`config.mk`:
```
export PLATFORM = sky130hd
export DESIGN_NAME = dac_spi_target
export DESIGN_NICKNAME = d
export VERILOG_FILES = /design/src/rtl/dac_spi_target.sv
export SDC_FILE = /design/constraint.sdc
export NUM_CORES = 1
export LEC_CHECK = 0
export CAP_MARGIN = 40
export CORE_MARGIN = 2
export CORE_UTILIZATION = 30
export DETAILED_ROUTE_END_ITERATION = 8
export PLACE_DENSITY = 0.51
export SYNTH_ARGS = -nofsm -noshare
export SYNTH_HDL_FRONTEND = slang
export SYNTH_SLANG_ARGS = --single-unit
```
`constraint.sdc`:
```
create_clock -name clk -period 1.4 [get_ports clk]
set_input_delay 0.35 -clock clk [delete_from_list [all_inputs] [get_ports clk]]
set_output_delay 0.35 -clock clk [all_outputs]
set_load 0.005 [all_outputs]
```
`src/rtl/dac_spi_target.sv`:
```
// ---------------------------------------------------------------------------
// dac_spi_target
//
// SPI target that receives DAC frames from the DAC SPI master and presents
// the resulting DAC output code in the clk domain. It serves as a board
// self-test loopback and as a synthesizable stand-in for the external DAC.
// Every bus input is asynchronous to clk. Inputs are oversampled through
// flip-flop synchronizers and are never used as clocks.
//
// Optional feature macro: DAC_SPI_TARGET_READBACK_EN
//    When defined, the previous input_reg word is shifted out on SDO,
//    MSB first, while the next frame is written (daisy-chain style readback).
//    When undefined, no readback logic is built and SDO is tied to 0.
//
// Parameters
//    DATA_WIDTH  : frame and DAC code width in bits
//    CLR_VALUE   : code loaded by CLRn and by reset
//    SYNC_STAGES : synchronizer depth on every bus input (>= 2)
//
// Ports
//    clk        in  : system clock
//    rst_l      in  : synchronous reset, active high
//    SCK        in  : SPI clock from the master, idle low
//    SDI        in  : serial data from the master, MSB first
//    CSn        in  : frame select, active low
//    LDAc       in  : load DAC, acts on its falling edge
//    CLRn       in  : clear request, active low, level sensitive
//    SDO        out : readback serial data (0 when readback is not built)
//    dac_code   out : currently converted code
//    input_reg  out : last accepted frame
//    frame_ok   out : one-cycle pulse, a frame was accepted
//    frame_err  out : one-cycle pulse, a frame was discarded
//    busy       out : synchronized CSn is low
// ---------------------------------------------------------------------------
module dac_spi_target #(
   parameter int                    DATA_WIDTH  = 16,
   parameter logic [DATA_WIDTH-1:0] CLR_VALUE   = '0,
   parameter int                    SYNC_STAGES = 2
) (
   input  logic                  clk,
   input  logic                  rst_l,
   input  logic                  SCK,
   input  logic                  SDI,
   input  logic                  CSn,
   input  logic                  LDAc,
   input  logic                  CLRn,
   output logic                  SDO,
   output logic [DATA_WIDTH-1:0] dac_code,
   output logic [DATA_WIDTH-1:0] input_reg,
   output logic                  frame_ok,
   output logic                  frame_err,
   output logic                  busy
);

   localparam int NIN     = 5;
   localparam int IDX_SCK = 0;
   localparam int IDX_SDI = 1;
   localparam int IDX_CS  = 2;
   localparam int IDX_LD  = 3;
   localparam int IDX_CLR = 4;

   // Idle bus levels in {CLRn, LDAc, CSn, SDI, SCK} order.
   localparam logic [NIN-1:0] IDLE_LEVELS = 5'b11100;

   localparam int                CNT_W    = $clog2(DATA_WIDTH + 2);
   localparam logic [CNT_W-1:0]  CNT_FULL = CNT_W'(DATA_WIDTH);
   localparam logic [CNT_W-1:0]  CNT_SAT  = CNT_W'(DATA_WIDTH + 1);

   typedef enum logic {
      IDLE,
      SHIFT
   } state_t;

   logic [NIN-1:0]          sync_q [SYNC_STAGES];
   logic [NIN-1:0]          prev_q;
   logic [SYNC_STAGES:0]    fill_q;
   logic [NIN-1:0]          syncOut;
   logic                    live;

   logic                    sckRise_q;
   logic                    csRise_q;
   logic                    csFall_q;
   logic                    ldFall_q;

   state_t                  state_q, state_d;
   logic [CNT_W-1:0]        bitCnt_q, bitCnt_d;
   logic [DATA_WIDTH-1:0]   shiftReg_q, shiftReg_d;
   logic [DATA_WIDTH-1:0]   inputReg_q, inputReg_d;
   logic [DATA_WIDTH-1:0]   dacCode_q, dacCode_d;
   logic                    frameOk_q, frameOk_d;
   logic                    frameErr_q, frameErr_d;
   logic                    commit;
   logic                    reject;
   logic                    clrActive;

   assign syncOut = sync_q[SYNC_STAGES-1];

   // The edge-detect register only holds real bus samples once the fill
   // marker has travelled the full synchronizer depth plus one. Until then
   // edges are suppressed, so the reset values in the chain can never fake
   // an edge. This is also what makes a CSn that is already low when reset
   // releases wait for a genuine high-to-low transition.
   assign live = fill_q[SYNC_STAGES];

   // CLRn is taken from the edge-detect register so it is the same age as
   // the edge flags it competes with.
   assign clrActive = ~prev_q[IDX_CLR];

   // Synchronizer chain, edge-detect register and registered edge flags.
   // Registering the edge flags gives an input-to-internal-edge latency of
   // SYNC_STAGES + 1 cycles, so registered outputs follow one cycle later.
   always_ff @(posedge clk) begin
      if (rst_l) begin
         for (int i = 0; i < SYNC_STAGES; i++) begin
            sync_q[i] <= IDLE_LEVELS;
         end
         prev_q    <= IDLE_LEVELS;
         fill_q    <= '0;
         sckRise_q <= 1'b0;
         csRise_q  <= 1'b0;
         csFall_q  <= 1'b0;
         ldFall_q  <= 1'b0;
      end else begin
         sync_q[0] <= {CLRn, LDAc, CSn, SDI, SCK};
         for (int i = 1; i < SYNC_STAGES; i++) begin
            sync_q[i] <= sync_q[i-1];
         end
         prev_q    <= syncOut;
         fill_q    <= {fill_q[SYNC_STAGES-1:0], 1'b1};
         sckRise_q <= live &  syncOut[IDX_SCK] & ~prev_q[IDX_SCK];
         csRise_q  <= live &  syncOut[IDX_CS]  & ~prev_q[IDX_CS];
         csFall_q  <= live & ~syncOut[IDX_CS]  &  prev_q[IDX_CS];
         ldFall_q  <= live & ~syncOut[IDX_LD]  &  prev_q[IDX_LD];
      end
   end

   // Frame state, bit counter, shift register and output registers.
   always_ff @(posedge clk) begin
      if (rst_l) begin
         state_q    <= IDLE;
         bitCnt_q   <= '0;
         shiftReg_q <= '0;
         inputReg_q <= CLR_VALUE;
         dacCode_q  <= CLR_VALUE;
         frameOk_q  <= 1'b0;
         frameErr_q <= 1'b0;
      end else begin
         state_q    <= state_d;
         bitCnt_q   <= bitCnt_d;
         shiftReg_q <= shiftReg_d;
         inputReg_q <= inputReg_d;
         dacCode_q  <= dacCode_d;
         frameOk_q  <= frameOk_d;
         frameErr_q <= frameErr_d;
      end
   end

   // Next-state logic for the frame receiver. SDI is taken from the
   // edge-detect register because the registered SCK rise flag describes the
   // synchronized sample held there, keeping data and clock aligned.
   // The bit counter saturates one past a full frame so over-length frames
   // can never wrap back to a legal count.
   always_comb begin
      state_d    = state_q;
      bitCnt_d   = bitCnt_q;
      shiftReg_d = shiftReg_q;
      commit     = 1'b0;
      reject     = 1'b0;
      case (state_q)
         IDLE: begin
            if (csFall_q) begin
               state_d  = SHIFT;
               bitCnt_d = '0;
            end
         end
         SHIFT: begin
            if (csRise_q) begin
               state_d = IDLE;
               if (bitCnt_q == CNT_FULL) begin
                  commit = 1'b1;
               end else begin
                  reject = 1'b1;
               end
            end else if (sckRise_q) begin
               shiftReg_d = {shiftReg_q[DATA_WIDTH-2:0], prev_q[IDX_SDI]};
               if (bitCnt_q != CNT_SAT) begin
                  bitCnt_d = bitCnt_q + CNT_W'(1);
               end
            end
         end
         default: begin
            state_d = IDLE;
         end
      endcase
   end

   // Data path priority: CLRn overrides everything, then a frame commit,
   // then an LDAc load. A load in the same cycle as a commit picks up the
   // freshly committed word rather than the stale input register. Frames
   // finishing under CLRn still report ok/err, only their data is dropped.
   always_comb begin
      inputReg_d = inputReg_q;
      dacCode_d  = dacCode_q;
      frameOk_d  = commit;
      frameErr_d = reject;
      if (clrActive) begin
         inputReg_d = CLR_VALUE;
         dacCode_d  = CLR_VALUE;
      end else begin
         if (commit) begin
            inputReg_d = shiftReg_q;
         end
         if (ldFall_q) begin
            dacCode_d = commit ? shiftReg_q : inputReg_q;
         end
      end
   end

`ifdef DAC_SPI_TARGET_READBACK_EN
   logic                  sckFall_q;
   logic [DATA_WIDTH-1:0] readback_q, readback_d;

   // Readback shifter: loaded with the old input register when a frame
   // starts, shifted left on every synchronized SCK fall so the next bit is
   // stable well before the master's following SCK rise.
   always_ff @(posedge clk) begin
      if (rst_l) begin
         sckFall_q  <= 1'b0;
         readback_q <= '0;
      end else begin
         sckFall_q  <= live & ~syncOut[IDX_SCK] & prev_q[IDX_SCK];
         readback_q <= readback_d;
      end
   end

   // Next value of the readback shifter.
   always_comb begin
      readback_d = readback_q;
      if (state_q == IDLE && csFall_q) begin
         readback_d = inputReg_q;
      end else if (state_q == SHIFT && sckFall_q) begin
         readback_d = {readback_q[DATA_WIDTH-2:0], 1'b0};
      end
   end

   assign SDO = (state_q == SHIFT) ? readback_q[DATA_WIDTH-1] : 1'b0;
`else
   assign SDO = 1'b0;
`endif

   assign dac_code  = dacCode_q;
   assign input_reg = inputReg_q;
   assign frame_ok  = frameOk_q;
   assign frame_err = frameErr_q;
   assign busy      = ~syncOut[IDX_CS];

endmodule
```
Word-level counts from Yosys, hierarchy flattened --
Memory sizes are Yosys's and may differ from the RTL's. Index checks and enable logic that the tools add are counted.
Operators by class: add/subtract/negate cells 1, eq/ne operators 6, multiplexer cells 19, bitwise operators 17, reduce and logical (&&, ||, !) cells 4
Operators with widths (number):
- 5-bit two-way mux | 6
- 16-bit two-way mux | 1
- 1-bit two-way mux | 10
- 5-bit one-hot mux with 2 select lines | 1
- 1-bit AND | 8
- 1-bit inverter | 7
- 2-bit != test (second input constant) | 3
- 5-bit by 1-bit adder with 5-bit output (second input constant) | 1
- 5-bit == test (second input constant) | 1
- 5-bit != test (second input constant) | 1
- 4-bit AND reduction | 1
- 3-bit AND reduction | 1
- 3-bit OR reduction | 1
- 2-bit by 1-bit != test with 1-bit output (second input constant) | 1
- 1-bit OR | 2
- 1-bit one-hot mux with 2 select lines | 1
- 2-bit OR reduction | 1
Storage, ports and cells: bits in registers 68, bits in writable memories 10, bits of input ports 7, memories kept 1
Memories:
- sync_q | words 2, bits a word 5, rd ports 2, clocked after Yosys merged registers in 0, write ports 2, RTL line 74 | logic [NIN-1:0] sync_q [SYNC_STAGES];

Depth between registers and ports, before layout --
Gate-level depths: netlist of the first run.
depth in word-level cells 5, gate-level depth with buffers 7

Worst setup path before layout of the first run --
No wires, ideal clock.
path type reg-to-reg, start point reg bitCnt_q[0], end point reg dacCode_q[10] (netlist: dac_code[10]), data arrival time 1.289 ns, required time 1.263 ns, setup slack -0.026 ns, cell stages (with the launch flop) 8, path buffers 2, period minus slack after synthesis 1.426 ns, path through dfxtp_1 > inv_1 > ha_1 > and4bb_1 > buf_4 > buf_4 > nand4_1 > a31oi_1
Between the ends: word-level cells in the longest chain between the ends 5
RTL lines:
- start: declaration | RTL line 86 | logic [CNT_W-1:0] bitCnt_q, bitCnt_d;
- start signal: assignment | RTL line 149 | bitCnt_q <= bitCnt_d;
- 5-bit == test | RTL line 179 | if (bitCnt_q == CNT_FULL) begin
- 1-bit two-way mux | RTL line 179
- 1-bit two-way mux | RTL line 177 | if (csRise_q) begin
- 1-bit two-way mux | RTL line 169 | case (state_q)
- 16-bit two-way mux
- end signal: assignment | RTL line 152 | dacCode_q <= dacCode_d;
- end: declaration | RTL line 89 | logic [DATA_WIDTH-1:0] dacCode_q, dacCode_d;
No other way between the ends. A chain may end at the register's enable or synchronous reset.

Worst setup path in the final report of the first run --
start point reg bitCnt_q[0], end point reg dacCode_q[11] (netlist: dac_code[11])
Same word-level chain as after synthesis.

==> results of run 1 <==
-- area by class of cell --
type / count / area [µm²]
clock buffer: 12 / 165
clock inverter: 4 / 30.0
fill: 896 / 5100
inverter: 5 / 21.3
multi-input combinational: 186 / 1070
sequential: 78 / 1580
tap: 108 / 135
timing repair buffer: 68 / 662
-- layer usage --
metal  vias to the layer above  GRT usage  wire (µm)
met5                         -          0          0
met4                         0     0.0537         64
met3                         8     0.0408        388
met2                        68      0.205       2900
met1                      1073      0.164       2870
li1                       1141          -          -
-- report_power, final --
| part | internal (mW) | switching (mW) | total (mW) | leakage, nW |
|---|---|---|---|---|
| registers | 2.24 | 0.00669 | 2.25 | 0.639 |
| clock network | 0.792 | 0.806 | 1.60 | 0.0986 |
| logic | 0.0596 | 0.0580 | 0.118 | 0.717 |
| total | 3.09 | 0.871 | 3.96 | 1.45 |
-- placed cells by master, fill, tap and decap left out, types with 8 or more instances in the layout --
master	count
or2_2	8
dlygate4sd2_1	34
clkbuf_8	12
dfxtp_2	12
a31oi_1	16
dfxtp_1	65
nor2b_1	10
buf_4	20
a21oi_1	34
nand2_1	36
o21ai_0	30
nand4_1	17
-- critical path, stage by stage (launching register included) --
cell and delay [ns]:
dfxtp_4 0.37, inv_4 0.06, ha_4 0.13, and4bb_4 0.32, clkbuf_16 0.17, nand4_1 0.12, a31oi_1 0.19
-- final timing paths --
kind	end	startpoint
min reg2reg	sync_q[0][8]	sync_q[0][3]
max reg2reg	dac_code[11]	bitCnt_q[0]
min	sync_q[0][8]	sync_q[0][3]
max	dac_code[11]	bitCnt_q[0]
-- stage by stage --
step / setup WS (ns) / power, mW / hold WS, ns
floorplan: 0.0180 / 2.35 / 0.389
global placement: -0.130 / 2.42 / 0.393
detailed placement: -0.134 / 2.42 / 0.394
CTS: -0.0494 / 4.02 / 0.411
global route: -0.108 / 4.12 / 0.425
finish: -0.0370 / 3.96 / 0.410
-- timing repair --
item / in CTS / in global routing
setup endpoints to repair: 60 / 47
cloned: 1 / 1
buffers inserted: 1 / 1
resized for setup: 52 / 12
pin swaps: 22 / 28
-- cells by family (layout without fill, tap and decap cells) --
family	count (synthesis)	in the layout	share of synthesized area
other cells	1	1	0.00138
simple gates	92	92	0.189
mux	1	1	0.00368
buf+inv	27	89	0.0441
flops	78	78	0.574
fa+ha+maj	3	3	0.0138
compound gates	89	89	0.175
==> metrics.yaml, run 1 <==
min_path:
  min_delay_path_depth: 1
  hp-class: "reg -> reg"
global_routing:
  grt_max_degree: 33
  gr-total-overflow: 0
  antenna_found_initial: 0
  first_global_vias: 2068
  grt_pass1_wl_mm: 10.1
  grt.total_usage: 0.129
synthesis:
  yosysTopAreaCell: "dfxtp_1"
  synth_area_leaders: "dfxtp_1, a21oi_1, o21ai_0, nand2_1, nand4_1"
  synthTopCellsByCount: "dfxtp_1, nand2_1, a21oi_1, o21ai_0, nand4_1"
  synth_edf_count: 0
  synthesis.area_um2: 2720
  synthMostInstantiatedCell: "dfxtp_1"
  ys_seq_elements: 78
  avgSynthCellArea_um2: 9.35
  yosysSeqAreaShare: 0.574
  synth_top_area_share: 0.574
  async_reset_ff_frac: 0
  synth.net_count: 301
  syn-instance-count: 291
  ys_warn_count: 0
  yosysUniqueCellTypes: 33
  synth-main-ff-cell: "dfxtp_1"
worst_setup_path:
  crit_required_ns: 1.67
  cp.arrival_ns: 1.70
  rrSetupSlack_ns: -0.04
  r2r_cells: 6
  crit_type: "reg -> reg"
  setup.worst_path.end_class: "flop"
  start_kind: "flop"
  path_max_fanout: 4
route:
  ant_nets: 0
  wl_per_cell_um: 13.5
  firstDrtPassIters: 4
  vias: 2290
  vias_per_cell: 4.97
  drtIter0Drc: 120
  wirelength_mm: 6.23
  drc_errors: 0
clock_tree:
  clkSinkCount: 78
  clock_latency_ns: 0.34
  cts_tree: "built"
  cts_max_level: 3
  cts.clk_slew.worst_paths_ns: 0.08
  clockRootBuffer: "clkbuf_8"
  clk_path_buf_depth: 2
  hold_buffers: 0
  numCtsBuffers: 9
status:
  violations: "negative setup slack"
  run_status: "complete, but fails checks"
job:
  timing.max_cap.violations: 0
layout:
  area_delta_synth_final_pct: 34.6
  utilization: 0.418
  fin_area_um2: 3660
  nets: 358
  drive_gt1_frac: 0.207
  antennaDiodeCount: 0
  final_cells: 461
floorplan:
  die-area_um2: 9850
  die_w_um: 99.2
  dieHeight_um: 99.2
  core_area_um2: 8760
  io-pin-count: 43
  initial_utilization: 0.311
  rows: 34
sta:
  rsz0062_at_grt: "true"
  drv_slew: 0
  period_minus_slack_ns: 1.44
  finalClockSkew_ns: 0.0113
  period_share: 1.03
  totalNegativeSetupSlack_ns: -0.184
  clock.fmax_mhz: 696
  setup_ws_ns: -0.0370
  hold_viol: 0
  setup_violations: 9
place:
  hpwl_mm: 4.04
  dp_cells: 441
  gp_congestion: 0.745
  place_area_um2: 3390
  port_buffers: 41
pwr:
  peakVddDrop_v: 0.000728
  power_leakage_nw: 1.45
  pwr_density_cell_nw_per_um2: 1080
Note: power is estimated with default switching activity, not from simulation.
==> run 2, diff against run 1 <==
- SKIP_LAST_GASP: default -> 1
==> results of run 2 <==
Final layout, timing and power as in run 1 (identical DEF).
